===== config.mk =====
export PLATFORM = sky130hd
export DESIGN_NAME = run_pattern_gen
export DESIGN_NICKNAME = d
export VERILOG_FILES = /design/src/rtl/run_gen_pkg.sv /design/src/rtl/run_streak_ctr.sv /design/src/rtl/run_pattern_gen.sv
export SDC_FILE = /design/constraint.sdc
export NUM_CORES = 1
export LEC_CHECK = 0
export ABC_AREA = 1
export BUFFER_PORTS_ARGS = -buffer_cell sky130_fd_sc_hd__buf_4
export CORE_MARGIN = 4
export CORE_UTILIZATION = 30
export CTS_CLUSTER_SIZE = 25
export DETAILED_ROUTE_END_ITERATION = 10
export PLACE_DENSITY_LB_ADDON = 0.15
export SLEW_MARGIN = 20
export SYNTH_ARGS = -nofsm -noshare
export SYNTH_HDL_FRONTEND = slang
export SYNTH_HIERARCHICAL = 1
export SYNTH_SLANG_ARGS = --single-unit

===== constraint.sdc =====
create_clock -name clk_i -period 2.39 [get_ports clk_i]
set_clock_uncertainty 0.05 [all_clocks]
set_input_delay 0.1195 -clock clk_i [delete_from_list [all_inputs] [get_ports clk_i]]
set_output_delay 0.1195 -clock clk_i [all_outputs]
set_load 0.1 [all_outputs]

===== src/rtl/run_gen_pkg.sv =====
// Shared definitions for the run-length pattern generator and its
// streak counter: FSM state encoding and default parameter values.
package run_gen_pkg;

  typedef enum logic [0:0] {GEN_IDLE, GEN_EMIT} gen_state_e;

  localparam int unsigned RUN_THRESH_DEF = 4;
  localparam int unsigned LEN_W_DEF      = 8;

endpackage


===== src/rtl/run_streak_ctr.sv =====
// Saturating streak counter over a single-bit stream.
// Ports:
//   clk, rst_n  - clock, asynchronous active-low reset
//   run_bit     - stream bit that will be visible next cycle
//   valid       - run_bit is a real stream bit next cycle
//   z_exp       - registered: the visible bit ends a streak of at least
//                 RUN_THRESH equal, gapless bits
// The inputs describe the next-cycle stream so that z_exp lines up with
// a stream that is itself registered.
module run_streak_ctr
  import run_gen_pkg::*;
#(
  parameter int unsigned RUN_THRESH = RUN_THRESH_DEF
) (
  input  logic clk,
  input  logic rst_n,
  input  logic run_bit,
  input  logic valid,
  output logic z_exp
);

  localparam int unsigned STK_W = $clog2(RUN_THRESH + 1);

  logic [STK_W-1:0] stk;
  logic [STK_W-1:0] stk_nxt;
  logic             last_bit;
  logic             last_valid;

  always_comb begin
    stk_nxt = '0;
    if (valid) begin
      if (last_valid && (run_bit == last_bit)) begin
        stk_nxt = (stk == STK_W'(RUN_THRESH)) ? stk : stk + STK_W'(1);
      end else begin
        stk_nxt = STK_W'(1);
      end
    end
  end

  always_ff @(posedge clk or negedge rst_n) begin
    if (!rst_n) begin
      stk        <= '0;
      last_bit   <= 1'b0;
      last_valid <= 1'b0;
      z_exp      <= 1'b0;
    end else begin
      stk        <= stk_nxt;
      last_bit   <= run_bit;
      last_valid <= valid;
      z_exp      <= valid && (stk_nxt == STK_W'(RUN_THRESH));
    end
  end

endmodule


===== src/rtl/run_pattern_gen.sv =====
// Serial run-length pattern generator. Accepts (bit, length) run
// descriptors over valid/ready and serializes each as consecutive w bits,
// with a cycle-aligned expected-detect flag for the run detectors.
// Ports:
//   clk_i, res_ni  - clock, asynchronous active-low reset
//   req_valid_i    - descriptor valid
//   req_ready_o    - descriptor can be accepted (one-entry pending slot free)
//   req_bit_i      - run bit value
//   req_len_i      - run length; zero-length descriptors are dropped
//   w_o            - serial stream (registered)
//   w_valid_o      - w_o carries a run bit (registered)
//   z_exp_o        - expected detector output, aligned with w_o (registered)
//   busy_o         - emitting, or a descriptor is pending
module run_pattern_gen
  import run_gen_pkg::*;
#(
  parameter int unsigned LEN_W      = LEN_W_DEF,
  parameter int unsigned RUN_THRESH = RUN_THRESH_DEF
) (
  input  logic             clk_i,
  input  logic             res_ni,
  input  logic             req_valid_i,
  output logic             req_ready_o,
  input  logic             req_bit_i,
  input  logic [LEN_W-1:0] req_len_i,
  output logic             w_o,
  output logic             w_valid_o,
  output logic             z_exp_o,
  output logic             busy_o
);

  gen_state_e       state, state_nxt;
  logic [LEN_W-1:0] rem, rem_nxt;
  logic             pend_valid, pend_valid_nxt;
  logic             pend_bit, pend_bit_nxt;
  logic [LEN_W-1:0] pend_len, pend_len_nxt;
  logic             w_q, w_nxt;
  logic             w_valid_q, w_valid_nxt;
  logic             acc_run;

  assign acc_run = req_valid_i && !pend_valid && (req_len_i != '0);

  always_comb begin
    state_nxt      = state;
    rem_nxt        = rem;
    pend_valid_nxt = pend_valid;
    pend_bit_nxt   = pend_bit;
    pend_len_nxt   = pend_len;
    w_nxt          = w_q;
    w_valid_nxt    = w_valid_q;
    unique case (state)
      GEN_IDLE: begin
        if (pend_valid) begin
          state_nxt      = GEN_EMIT;
          w_nxt          = pend_bit;
          w_valid_nxt    = 1'b1;
          rem_nxt        = pend_len;
          pend_valid_nxt = 1'b0;
        end else if (acc_run) begin
          state_nxt   = GEN_EMIT;
          w_nxt       = req_bit_i;
          w_valid_nxt = 1'b1;
          rem_nxt     = req_len_i;
        end
      end
      GEN_EMIT: begin
        if (rem > LEN_W'(1)) begin
          rem_nxt = rem - LEN_W'(1);
          if (acc_run) begin
            pend_valid_nxt = 1'b1;
            pend_bit_nxt   = req_bit_i;
            pend_len_nxt   = req_len_i;
          end
        end else if (pend_valid) begin
          w_nxt          = pend_bit;
          rem_nxt        = pend_len;
          pend_valid_nxt = 1'b0;
        end else if (acc_run) begin
          // Descriptor arriving on the last bit chains straight on: no gap.
          w_nxt   = req_bit_i;
          rem_nxt = req_len_i;
        end else begin
          state_nxt   = GEN_IDLE;
          w_nxt       = 1'b0;
          w_valid_nxt = 1'b0;
          rem_nxt     = '0;
        end
      end
      default: state_nxt = GEN_IDLE;
    endcase
  end

  always_ff @(posedge clk_i or negedge res_ni) begin
    if (!res_ni) begin
      state      <= GEN_IDLE;
      rem        <= '0;
      pend_valid <= 1'b0;
      pend_bit   <= 1'b0;
      pend_len   <= '0;
      w_q        <= 1'b0;
      w_valid_q  <= 1'b0;
    end else begin
      state      <= state_nxt;
      rem        <= rem_nxt;
      pend_valid <= pend_valid_nxt;
      pend_bit   <= pend_bit_nxt;
      pend_len   <= pend_len_nxt;
      w_q        <= w_nxt;
      w_valid_q  <= w_valid_nxt;
    end
  end

  run_streak_ctr #(
    .RUN_THRESH(RUN_THRESH)
  ) u_streak (
    .clk    (clk_i),
    .rst_n  (res_ni),
    .run_bit(w_nxt),
    .valid  (w_valid_nxt),
    .z_exp  (z_exp_o)
  );

  assign w_o         = w_q;
  assign w_valid_o   = w_valid_q;
  assign req_ready_o = !pend_valid;
  assign busy_o      = (state == GEN_EMIT) || pend_valid;

endmodule

==> key figures, run 1 <==
Outcome
  – Outcome: finished, final reports clean

Final layout
  – Area Overhead vs Synth: 15.51%
  – Layout cell share with drive strength beyond 1: roughly a fifth
  – Fillcell total: 578
  – Nets: 262
  – Antenna cells: 0
  – Reg area: ~680 sq um
  – Footprint of the multi-input gates: 855.8 sq um

Clock tree
  – Max Buffers Root-to-Sink: 2
  – Postcts setup bufs: 0
  – # H-tree levels: 1
  – Clock sink total: 27
  – Total CTS buffers: 3
  – CTS tree: done
  – Clk slew on worst S/H paths: roughly 0.11 ns
  – Root Driver: clkbuf_8
  – Clock latency on the worst-skew pair: ~0.28 ns

Timing
  – Hold Fails Final Rpt: 0
  – Setup TNS: 0 ns
  – Max Clk Rate: approximately 0.47 GHz
  – Tightest Pin Transition: 0.4516 ns
  – Fin crit period: around 2.1 ns
  – Slew margin rel.: 69.89%
  – Final worst path period share: between 80% and 90%
  – Setup WS post-layout: about 0.26 ns
  – RSZ-0062 raised after global routing: false
  – Slew Limit Fails: 0
  – Final setup fails: 0

Floorplanning
  – Die Y: 82.79 um
  – Cell Rows: 26
  – Die area: roughly 6900 sq um
  – IO Pins: 17
  – Die width: 82.79 um
  – Initial Util: between 30% and 40%
  – Core area: between 5000 and 6000 sq um

GRT
  – Largest net degree at the start of global routing: 28
  – Congestion Overflow GR: 0
  – GRT Total Usage: 12.92%
  – Vias in the first global route: between 1000 and 1500
  – First-pass GRT wire length: 6.686 mm
  – Initial antenna violation count: 0

Synthesis
  – Post-synth cell types: 27
  – Warnings from Yosys: 6
  – Top cells by area, synth: dfrtp_1 (40%), nand2_1 (12%), nand3_1 (8.1%)
  – Synth cell count leaders: nand2_1 (52), dfrtp_1 (27), nand3_1 (27)
  – Cells after Synth: 226
  – Synth Flop Type: dfrtp_1
  – Flops & latches, synth: 27
  – Synth area leader: dfrtp_1
  – FFs w/ async S/R, synth: 100.0%
  – Post-Syn Area: 1678 sq um
  – Most frequent cell after synthesis: nand2_1
  – Post-Synthesis Mean Instance Area: roughly 7.4 sq um
  – Mapped Nets: 242
  – Sequential area share after synthesis: 40.27%
  – Post-synth top area share: 40.27%
  – EDFF count, synth: 0

Routing
  – Wire length per cell: 12.73 um
  – Antenna Nets Post-Route: 0
  – Via count: 1504
  – Drt total wl: 4.009 mm
  – Iter 0 DRT Violations: around 90
  – First-pass iteration count of the detailed router: 4
  – Via density: 4.775
  – Post-route DRC: 0

Worst setup path
  – CP Buf/Inv Count: 3
  – Arr. time, crit path: 2.27 ns
  – CP max stage delay: 0.42 ns
  – Crit-path cells: inv_1 > ha_2 > nor2_2 > nor2_2 > nand2_4 > nand2_8 > inv_1 > o21ai_1 > nand2_2 > inv_1 > nand2_2 > nand3_2 > nor2_2 > nor2_2 > nor2_2
  – Critical Path Slowest Stage Cell: dfrtp_1
  – Critical path endpoint category: register
  – Crit-path max FO: 14
  – Startpoint Class: register
  – CP required: 2.53 ns
  – Crit Path Class: reg2reg
  – Largest delay contributor family on the critical path: simple AND/OR/NAND/NOR gates
  – Worst path most repeated cell: nor2_2

Placed design
  – IO buf count: 16
  – Hpwl dp: 3.071 mm
  – Pre-CTS setup slack: 0.1719 ns
  – Gpl congestion: 0.8828

Run
  – Max cap viols: 0

Pwr
  – Pwr dens: roughly 1200 nW/um^2
  – Max VDD drop: 0.8820 mV
  – Leakage: 0.9571 nW
  – Total power: 2.337 mW

Worst hold path
  – Hold WC Path Type: in2reg
[report_power, final]
| part | internal [mW] | switching [mW] |
|---|---|---|
| clock | 0.123 | 0.163 |
| sequential | 0.665 | 0.146 |
| combinational | 0.402 | 0.839 |
| total | 1.19 | 1.15 |
[worst paths after layout]
check	start	end	slack (ns)	cells past startpoint
max	rem[0]	u_streak/z_exp	0.26	15
min	req_len_i[3]	pend_len[3]	0.006	3
max reg2reg	rem[0]	u_streak/z_exp	0.26	15
min reg2reg	rem[6]	rem[6]	0.44	2
max in group asynchronous	res_ni	pend_len[6]	1.79	2
min in group asynchronous	res_ni	pend_len[3]	0.22	2
[routing by layer]
metal  global-route usage (%)  wire length [um]  up-vias
li1                         -                 -      769
met1                    17.95              1925      713
met2                    20.67              1906       18
met3                    2.268               144        4
met4                    3.431                32        0
met5                        0                 0        -
[logic make-up (layout without fill, tap and decap cells)]
logic type,count (synthesis),after routing,synth area share (%)
AOI/OAI and AO/OA,35,35,11.71
xor gates and xnor gates,2,2,1.044
adders and majority gates,4,4,2.983
buffers and inverters,35,54,9.545
DFF,27,27,40.27
and+or+nand+nor,123,123,34.45
[area by class of cell]
type | count | area share (%)
well taps | 70 | 4.519
multi-input cells | 164 | 44.16
clock inverters | 1 | 0.4519
clock buffers | 3 | 2.130
inverters | 30 | 5.875
flip-flops and latches | 27 | 34.86
repair buffers | 20 | 8.005
[repair_timing]
action | in CTS | in global routing
gates resized for setup | 0 | 3
endpoints found under the hold margin | 28 | 0
endpoints found under the setup margin | 0 | 4
hold buffers | 2 | 0
[per-stage QoR]
stage	util [%]	hold WS [ns]	instances	area, sq um
floorplan	-	-0.2261	226	1678
global placement	35.19	0.01314	309	1854
detailed placement	35.19	0.01367	309	1854
CTS	36.51	0.003199	315	1924
global route	36.78	0.008967	315	1938
finish	36.78	0.006276	315	1938
[cells in the final DEF (no fill, tap or decap)]
cell type / instances
dlygate4sd3_1: 2
buf_4: 18
nand3_1: 27
nor2_4: 2
nand2_2: 6
nand3_2: 2
inv_6: 1
o21ai_0: 13
nor2_2: 7
ha_2: 1
clkbuf_8: 3
nand2_4: 1
a21oi_1: 9
clkinv_2: 1
nand2_1: 51
dfrtp_1: 27
inv_1: 24
ha_1: 3
o21ai_4: 1
o21bai_1: 1
xnor2_1: 1
a21oi_2: 1
nand2_8: 1
o21ai_2: 1
o21ai_1: 9
nand4_1: 2
xor2_1: 1
inv_2: 5
nor3_1: 4
nor2_1: 20
[registers in the layout, summed over array words and instances, names as in the netlist]
register and count:
u_streak/stk 3, u_streak/z_exp 1, rem 8, pend_valid 1
u_streak/last_bit 1, u_streak/last_valid 1, w_valid_o 1, w_o 1
state 1, pend_len 8, pend_bit 1
[worst register-to-register path: cells and delay by family (launching register included)]
family / cells / cell delay (ns)
simple gates: 10 / 0.92
fa+ha+maj: 1 / 0.21
buf+inv: 3 / 0.27
compound gates: 1 / 0.16
flops: 1 / 0.42
(Power assumes the default switching activity.)
==> run 2, diff against run 1 <==
ABC_AREA = unset   (was 1)
==> key figures, run 2 <==
Synthesis
  – Synth cell count leaders: dfrtp_1 (27), nor2_1 (13), inv_1 (9), mux2_4 (9), o21ai_0 (8)
  – Cells after Synth: 140 (-38%)
  – Synth area leader: dfrtp_1
  – Warnings from Yosys: 6 (unchanged)
  – Top cells by area, synth: dfrtp_1 (45%), mux2_4 (8.9%), ha_1 (3.3%)
  – FFs w/ async S/R, synth: 100.0% (unchanged)
  – Post-Synthesis Mean Instance Area: 10.81 sq um (+46%)
  – Most frequent cell after synthesis: dfrtp_1
  – Post-synth cell types: 42 (+56%)
  – Post-synth top area share: 44.63% (+4.4 points)
  – EDFF count, synth: 0 (unchanged)
  – Mapped Nets: 156 (-36%)
  – Flops & latches, synth: 27 (unchanged)
  – Sequential area share after synthesis: 44.63% (+4.4 points)
  – Synth Flop Type: dfrtp_1
  – Post-Syn Area: 1514 sq um (-9.8%)

Worst setup path
  – Critical path endpoint category: register
  – Reg2reg end: u_streak/z_exp
  – Startpoint Class: register
  – Arr. time, crit path: 2.35 ns (+0.08 ns)
  – Crit Path Class: reg2reg
  – FF-to-FF setup slack: 0.20 ns (-0.06 ns)
  – Crit-path max FO: 4 (-10)
  – CP required: 2.55 ns (+0.02 ns)
  – Worst R2R Path Depth: 8 (-7)
  – Worst r2r src: rem[4]

Final layout
  – Layout Utilization: 37.95% (+1.2 points)
  – Layout cell share with drive strength beyond 1: 33.13% (+12 points)
  – Fillcell total: 514 (-11%)
  – Antenna cells: 0 (unchanged)
  – Nets: 183 (-30%)
  – Commonest non-fill, non-tap cells in the layout: buf_4 (27), dfrtp_1 (26), nor2_1 (12)
  – Largest regs: pend_len: 8 flops, rem: 8 flops, u_streak/stk: 3 flops
  – Design area: 1828 sq um (-5.7%)
  – Commonest non-fill, non-tap cell in the layout: buf_4
  – Final Non-Filler Cells: 233 (-26%)
  – Area Overhead vs Synth: 20.74%

Placed design
  – IO buf count: 16 (unchanged)
  – Pre-CTS setup slack: 0.06607 ns (-0.1058 ns)
  – Placed cells: 222 (-28%)
  – Gpl congestion: 0.7671 (-13%)
  – Hpwl dp: 2.490 mm (-19%)
  – DP Area: 1709 sq um (-7.8%)

Routing
  – Antenna Nets Post-Route: 0 (unchanged)
  – Drt total wl: 3.351 mm (-16%)
  – Via count: 1164 (-23%)
  – Wire length per cell: 14.38 um (+13%)
  – First-pass iteration count of the detailed router: 4 (unchanged)
  – Via density: 4.996 (+4.6%)
  – Iter 0 DRT Violations: 53 (-40%)
  – Post-route DRC: 0 (unchanged)

Clock tree
  – # H-tree levels: 1 (unchanged)
  – Total CTS buffers: 3 (unchanged)
  – Clock sink total: 27 (unchanged)
  – Max Buffers Root-to-Sink: 2 (unchanged)
  – Clock latency on the worst-skew pair: 0.28 ns (about the same)
  – Root Driver: clkbuf_8
  – Clk slew on worst S/H paths: 0.10 ns (about the same)
  – CTS tree: done

Timing
  – Max Clk Rate: 0.4562 GHz (-2.7%)
  – Tightest Pin Transition: 0.6056 ns (+0.1540 ns)
  – Slew Limit Fails: 0 (unchanged)
  – Setup TNS: 0 ns (unchanged)
  – Hold Fails Final Rpt: 0 (unchanged)
  – Slew margin rel.: 59.54% (-10 points)
  – Final worst path period share: 91.71% (+2.5 points)
  – Final setup fails: 0 (unchanged)
  – RSZ-0062 raised after global routing: false
  – Final hold slack: 0.02126 ns (+0.01498 ns)
  – Setup WS post-layout: 0.1982 ns (-0.06005 ns)
  – Fin crit period: 2.192 ns (+0.06005 ns)

Outcome
  – Outcome: finished, final reports clean

Worst hold path
  – Startpoint of the worst hold path: req_bit_i
  – Hold Path Stages: 2 (-1)
  – Hold endpoint: pend_bit
  – Hold WC Path Type: in2reg

Floorplanning
  – Cell Rows: 25 (-3.8%)
  – Die Y: 79.04 um (-4.5%)
  – Die width: 79.04 um (-4.5%)
  – IO Pins: 17 (unchanged)
  – Initial Util: 31.43% (-0.41 points)
  – Core area: 4817 sq um (-8.6%)
  – Die area: 6247 sq um (-8.8%)

GRT
  – Initial antenna violation count: 0 (unchanged)
  – Vias in the first global route: 1184 (-16%)
  – GRT Total Usage: 11.92% (-1.0 points)
  – Congestion Overflow GR: 0 (unchanged)
  – First-pass GRT wire length: 5.830 mm (-13%)
  – Largest net degree at the start of global routing: 28 (unchanged)

Pwr
  – Pwr dens: 1211 nW/um^2 (+0.45%)
  – Total power: 2.214 mW (-5.3%)
  – Leakage: 0.8199 nW (-14%)
  – Max VDD drop: 0.4186 mV (-53%)

Run
  – Max cap viols: 0 (unchanged)
-- run 2: cell types whose count changed in the layout (fill, tap and decap cells not counted), sizes merged, moves of 6 or more --
cell | previous run | this run
nand2 | 59 | 8
nand3 | 29 | 3
inv | 30 | 9
nor2 | 29 | 14
o21ai | 24 | 11
buf | 18 | 27
mux2 | 0 | 9
a22oi | 0 | 6
-- run 2: cells by family after synthesis --
kind of cell,share of synthesized area [%]
buf+inv,5.289
xor+xnor,1.157
fa+ha+maj,3.306
flops,44.63
mux,8.926
compound gates,19.59
simple gates,17.11
-- run 2: worst max-delay path by stage --
| stage | from | end | cells after the start |
|---|---|---|---|
| 2_1_floorplan | rem[0] | u_streak/z_exp | 12 |
| 3_3_place_gp | req_len_i[0] | u_streak/z_exp | 9 |
| 3_5_place_dp | req_len_i[0] | u_streak/z_exp | 9 |
| 4_1_cts | rem[1] | u_streak/z_exp | 9 |
| 5_1_grt | rem[4] | u_streak/z_exp | 8 |
| 6_report | rem[4] | u_streak/z_exp | 8 |
-- run 2: area by class of cell --
cell class / instances / area, sq um / share of cell area [%]
multi-input combinational: 98 / 772.0 / 42.23
sequential: 27 / 676.9 / 37.03
timing repair buffer: 28 / 212.7 / 11.64
tap: 67 / 83.83 / 4.586
clock buffer: 3 / 41.29 / 2.259
inverter: 9 / 33.78 / 1.848
clock inverter: 1 / 7.507 / 0.4107
-- run 2: critical path, stage by stage, from the launching register on --
cell and delay, ns:
dfrtp_2 0.44, or3_4 0.42, nor4_4 0.31, nor2b_2 0.10, o21ai_1 0.16, o21ai_2 0.11
xnor2_2 0.19, nand3_1 0.14, a211oi_2 0.21
-- run 2: timing repair --
action / 4_1_cts / 5_1_grt
setup buffers: 0 / 6
gates resized for setup: 0 / 6
hold buffers: 1 / 0
setup endpoints to repair: 0 / 3
hold endpoints to repair: 27 / 0
-- run 2: report_power, final --
group          internal (mW)  leakage (nW)  total [mW]  switching, mW
sequential             0.644         0.323       0.805          0.161
clock                  0.119        0.0217       0.270          0.151
combinational          0.506         0.475        1.14          0.633
-- run 2: layer usage --
layer | routed length (um) | GRT usage [%] | vias to the layer above | share of wire (%)
met5 | 0 | 0 | - | 0
met4 | 38 | 3.093 | 0 | 1.1
met3 | 119 | 2.041 | 5 | 3.6
met2 | 1700 | 20.96 | 21 | 51
met1 | 1492 | 15.05 | 576 | 45
li1 | - | - | 562 | -
